File: src/rtl/run_det_pkg.sv
// Shared types and helpers for the run-length detector.
// Pure declarations, no latency.
// No flow control involved.
package run_det_pkg;

    typedef enum logic [1:0] {
        MODE_BOTH = 2'b00,
        MODE_ZERO = 2'b01,
        MODE_ONE  = 2'b10,
        MODE_OFF  = 2'b11
    } mode_t;

    // Width able to hold 0..run_len without wrapping.
    function automatic int cnt_width(input int run_len);
        return $clog2(run_len + 1);
    endfunction

    // True when a run of polarity pol is reportable under mode.
    function automatic logic pol_enabled(input logic [1:0] mode, input logic pol);
        case (mode_t'(mode))
            MODE_BOTH: return 1'b1;
            MODE_ZERO: return !pol;
            MODE_ONE:  return pol;
            default:   return 1'b0;
        endcase
    endfunction

endpackage

File: src/rtl/sat_counter.sv
// Saturating up-counter, sticks at all-ones; clear wins over increment.
// Output registered, increment visible the cycle after i_inc.
// No backpressure; increments beyond saturation are dropped.
module sat_counter #(
    parameter int W = 8
) (
    input  logic         clk,
    input  logic         aclr,
    input  logic         i_inc,
    input  logic         i_clr,
    output logic [W-1:0] o_q
);

    logic [W-1:0] r_q;

    // Count qualified increments, hold at all-ones, clear synchronously.
    always_ff @(posedge clk or negedge aclr) begin
        if (!aclr) begin
            r_q <= '0;
        end else if (i_clr) begin
            r_q <= '0;
        end else if (i_inc && (r_q != '1)) begin
            r_q <= r_q + W'(1);
        end
    end

    assign o_q = r_q;

endmodule

File: src/rtl/run_length_detector.sv
// Flags RUN_LEN consecutive equal qualified samples of i_w, with hit pulse and hit counter.
// z/z0/z1 one cycle after the completing sample edge; mode gating is combinational.
// No backpressure; samples are taken only on edges with i_en=1, otherwise state holds.
module run_length_detector
    import run_det_pkg::*;
#(
    parameter  int RUN_LEN = 4,
    parameter  int HIT_W   = 8,
    localparam int CNT_W   = cnt_width(RUN_LEN)
) (
    input  logic             clk,
    input  logic             aclr,
    input  logic             i_en,
    input  logic             i_sclr,
    input  logic             i_w,
    input  logic [1:0]       i_mode,
    output logic             o_z,
    output logic             o_z0,
    output logic             o_z1,
    output logic             o_hit,
    output logic [CNT_W-1:0] o_run_cnt,
    output logic             o_last,
    output logic [HIT_W-1:0] o_hit_cnt
);

    localparam logic [CNT_W-1:0] RUN_MAX = CNT_W'(RUN_LEN);
    localparam logic [CNT_W-1:0] RUN_PRE = CNT_W'(RUN_LEN - 1);

    logic [CNT_W-1:0] r_run_cnt;
    logic             r_last;
    logic             r_hit;

    logic             w_extend;
    logic [CNT_W-1:0] w_run_nxt;
    logic             w_hit_set;
    logic             w_full;

    // run_cnt==0 means no sample seen yet, so the first sample always extends.
    assign w_extend  = (r_run_cnt == '0) || (i_w == r_last);
    assign w_run_nxt = !w_extend               ? CNT_W'(1) :
                       (r_run_cnt == RUN_MAX)  ? RUN_MAX   :
                                                 r_run_cnt + CNT_W'(1);

    // Only the transition RUN_LEN-1 -> RUN_LEN can hit, so saturated runs and
    // mid-run mode changes never pulse. RUN_LEN>=2 keeps this off the empty state.
    assign w_hit_set = i_en && !i_sclr && (r_run_cnt == RUN_PRE) &&
                       (i_w == r_last) && pol_enabled(i_mode, i_w);

    // Run tracker and hit pulse; sync clear beats sample enable.
    always_ff @(posedge clk or negedge aclr) begin
        if (!aclr) begin
            r_run_cnt <= '0;
            r_last    <= 1'b0;
            r_hit     <= 1'b0;
        end else if (i_sclr) begin
            r_run_cnt <= '0;
            r_last    <= 1'b0;
            r_hit     <= 1'b0;
        end else if (i_en) begin
            r_run_cnt <= w_run_nxt;
            r_last    <= i_w;
            r_hit     <= w_hit_set;
        end else begin
            r_hit     <= 1'b0;
        end
    end

    sat_counter #(
        .W (HIT_W)
    ) u_hit_cnt (
        .clk   (clk),
        .aclr  (aclr),
        .i_inc (w_hit_set),
        .i_clr (i_sclr),
        .o_q   (o_hit_cnt)
    );

    assign w_full    = (r_run_cnt == RUN_MAX);
    assign o_z0      = w_full && !r_last;
    assign o_z1      = w_full &&  r_last;
    assign o_z       = (o_z0 && pol_enabled(i_mode, 1'b0)) ||
                       (o_z1 && pol_enabled(i_mode, 1'b1));
    assign o_hit     = r_hit;
    assign o_run_cnt = r_run_cnt;
    assign o_last    = r_last;

endmodule
File: config.mk
export PLATFORM = sky130hd
export DESIGN_NAME = run_length_detector
export DESIGN_NICKNAME = d
export VERILOG_FILES = /design/src/rtl/run_det_pkg.sv /design/src/rtl/sat_counter.sv /design/src/rtl/run_length_detector.sv
export SDC_FILE = /design/constraint.sdc
export NUM_CORES = 1
export LEC_CHECK = 0
export BUFFER_PORTS_ARGS = -buffer_cell sky130_fd_sc_hd__buf_2
export CORE_MARGIN = 2
export CORE_UTILIZATION = 50
export CTS_BUF_LIST = sky130_fd_sc_hd__clkbuf_8
export DETAILED_ROUTE_END_ITERATION = 7
export PLACE_DENSITY = 0.85
export SETUP_SLACK_MARGIN = 0.3
export SKIP_LAST_GASP = 1
export SLEW_MARGIN = 0
export SYNTH_ARGS = -nofsm -noshare
export SYNTH_HDL_FRONTEND = slang
export SYNTH_HIERARCHICAL = 1
export SYNTH_SLANG_ARGS = --single-unit
File: constraint.sdc
create_clock -name clk -period 2.8 [get_ports clk]
set_clock_uncertainty 0.15 [all_clocks]
set_input_delay 0.14 -clock clk [delete_from_list [all_inputs] [get_ports clk]]
set_output_delay 0.14 -clock clk [all_outputs]
set_load 0.02 [all_outputs]
==> out/results.tsv <==
stage	metric	value	unit
status	status	finished, final reports clean	
power	p_leak	0.487	nW
timing	worst_slew_pin_slew	0.377	ns
global_routing	grt_start_max_net_pins	19	
final_layout	post-route-util	0.652	
worst_hold_path	worstHoldEndpoint	o_last	
synth	synth_area	825	um^2
critical_path	start_kind	flip-flop	
clock_tree	htreeDepth	1	
drt	post-route-drc-count	0	
global_routing	grt_pass1_vias	600	
synth	synth.net_count	100	
critical_path	cp_data_required_time	2.76	ns
worst_hold_path	whs_path_depth	3	
power	p_sw	0.100	mW
place	gp_congestion	0.840	
floorplanning	initial_utilization	0.541	
floorplanning	dieWidth	44.6	um
synth	synth_cells	89	
timing	rsz0062_at_grt	false	
timing	max_freq	482	MHz
global_routing	grt.total_usage	0.188	
final_layout	drive_gt1_frac	0.292	
critical_path	crit_arrival	2.03	ns
synth	synth_edf_count	0	
floorplanning	io_pins	23	
timing	worst_slack	0.727	ns
power	clockPowerShare	0.396	
synth	ys_warn_count	6	
drt	antenna_left	0	
timing	report.final.slew_viol_count	0	
floorplanning	coreArea	1520	um^2
clock_tree	cts_made_buffers	3	
final_layout	area.growth.synth_to_final	20.5	%
synth	ys_seq_area_frac	0.395	
timing	hold_viol	0	
critical_path	worstRegToRegCells	7	
job	maxCapViolations	0	
drt	dr_total_vias	728	
clock_tree	cts_resized	0	
timing	fin_hold_ws	0.0617	ns
floorplanning	die_area	1990	um^2
power	p_seq_frac	0.482	
power	power.density	411	nW/um^2
critical_path	reg2reg_slack	0.73	ns
synth	syn_avg_cell_area	9.26	um^2
timing	setup_viol	0	
power	ir_worst_vdd	371	uV
critical_path	worst_r2r_endpoint	u_hit_cnt/o_q[5]	
drt	via_per_inst	5.64	
drt	first_pass_iters	4	
synth	async_flop_share	1.00	
timing	fin_crit_sh	0.740	
clock_tree	clkLatencyLatePin	0.24	ns
critical_path	endpoint_kind	flip-flop	
final_layout	antenna_cells	0	
power	p_comb_frac	0.121	
global_routing	antenna_found_initial	0	
critical_path	crit_type	flip-flop to flip-flop	
clock_tree	path_clk_slew	0.05	ns
global_routing	grt_first_pass_wirelength	2.65	mm
place	io_buffers	22	
drt	drt_iter0_drc	12	
clock_tree	cts_tree	built	
clock_tree	cts_buffer_depth	2	
synth	synth_top_flop_cell	dfrtp_1	
critical_path	r2r_start	o_last	
final_layout	final_cell_mix	buf_2 (22), dfrtp_1 (13), inv_1 (7), nor3_1 (7)	
drt	routedWlPerCell	13.0	um
place	hpwl	1.19	mm
floorplanning	rows	14	
drt	wirelength	1.68	mm
global_routing	grt-ovfl-total	0	
final_layout	final_nets	125	
synth	ys_seq_elements	13	
power	sw_frac_of_total	0.246	
timing	layout_min_cycle_time	2.07	ns
clock_tree	cts-root-buf	clkbuf_8	
worst_hold_path	hp-class	primary input to flip-flop	
synth	ys_types	36	
floorplanning	die_height	44.6	um
timing	finalSetupTns	0	ns
critical_path	path_max_fanout	9	
worst_hold_path	hp-start	i_w	
final_layout	layout_commonest_cell	buf_2	
power	p_int	0.308	mW
timing	maxSlewHeadroom	0.742	
place	pre_cts_ws	0.751	ns
clock_tree	clock-sinks	13	
layer usage:
| metal | vias to the layer above | GRT usage | wire, um |
|---|---|---|---|
| met1 | 336 | 0.252 | 825 |
| li1 | 368 | - | - |
| met4 | 0 | 0.139 | 27 |
| met2 | 20 | 0.246 | 725 |
| met3 | 4 | 0.0653 | 97 |
| met5 | - | 0 | 0 |
power groups by stage:
stage | Combinational (mW) | Clock [mW] | Sequential, mW
global route | 0.0551 | 0.180 | 0.198
global placement | 0.0476 | 0 | 0.200
detailed placement | 0.0485 | 0 | 0.200
CTS | 0.0497 | 0.169 | 0.197
floorplan | 0.0283 | 0 | 0.203
finish | 0.0495 | 0.162 | 0.197
cell type report:
type	instances	area, um^2
Fill cell	133	531
Multi-Input combinational cell	66	453
Sequential cell	13	325
Timing Repair Buffer	24	128
Clock buffer	3	41.3
Inverter	6	22.5
Tap cell	16	20.0
Clock inverter	1	3.75
metrics by stage:
| stage | cells | total power [mW] | area, um^2 |
|---|---|---|---|
| after floorplan | 89 | 0.231 | 825 |
| after global placement | 124 | 0.247 | 938 |
| after detailed placement | 124 | 0.249 | 938 |
| after CTS | 129 | 0.416 | 993 |
| after global routing | 129 | 0.432 | 993 |
| final | 129 | 0.408 | 993 |
how the worst max path moves through the flow:
stage	cells after the start	slack, ns	from	to
after global placement	7	0.81	o_last	u_hit_cnt/o_q[7]
final	7	0.73	o_last	u_hit_cnt/o_q[5]
after detailed placement	7	0.75	o_last	u_hit_cnt/o_q[7]
after global routing	7	0.55	o_last	u_hit_cnt/o_q[7]
after floorplan	8	0.75	o_last	u_hit_cnt/o_q[7]
after CTS	7	0.74	o_last	u_hit_cnt/o_q[7]
kinds of logic after synthesis:
logic type                 share of synthesized area
adders and majority gates                     0.0607
DFF                                            0.395
muxes                                         0.0516
xor gates and xnor gates                      0.0106
and+or+nand+nor                                0.296
buffers and inverters                         0.0561
AOI/OAI and AO/OA                              0.131
timing repair:
action                                  4_1_cts  5_1_grt
endpoints found under the setup margin        0        0
buffers inserted                              0        0
hold endpoints to repair                     13        0
hold buffers                                  1        0
critical path, stage by stage (launching register included):
cell and delay, ns:
dfrtp_1 0.46, nor3_1 0.21, a31oi_1 0.08, nor3_1 0.19, buf_4 0.19, nand3_1 0.15, a2111oi_0 0.43, nor3b_1 0.09
cells in the mapped netlist (2+ instances only):
cell type / count / area, um^2
inv_1: 6 / 22.5
nand2b_1: 3 / 18.8
clkbuf_1: 2 / 7.51
a211oi_1: 2 / 15.0
dfrtp_1: 13 / 325
nor2b_1: 6 / 37.5
o21ai_0: 2 / 10.0
nor2_1: 6 / 22.5
ha_1: 4 / 50.1
mux2i_1: 2 / 20.0
nand2_1: 4 / 15.0
a21oi_1: 4 / 20.0
nor3_1: 7 / 35.0
nand3_1: 2 / 10.0
a31oi_1: 3 / 18.8
nor3b_1: 2 / 15.0
mux2_2: 2 / 22.5
registers in the layout (all words and copies together), names as in the netlist:
signal and flops:
o_run_cnt 3, o_last 1, u_hit_cnt/o_q 8, o_hit 1
No activity file was read; power rests on OpenSTA's default activity.
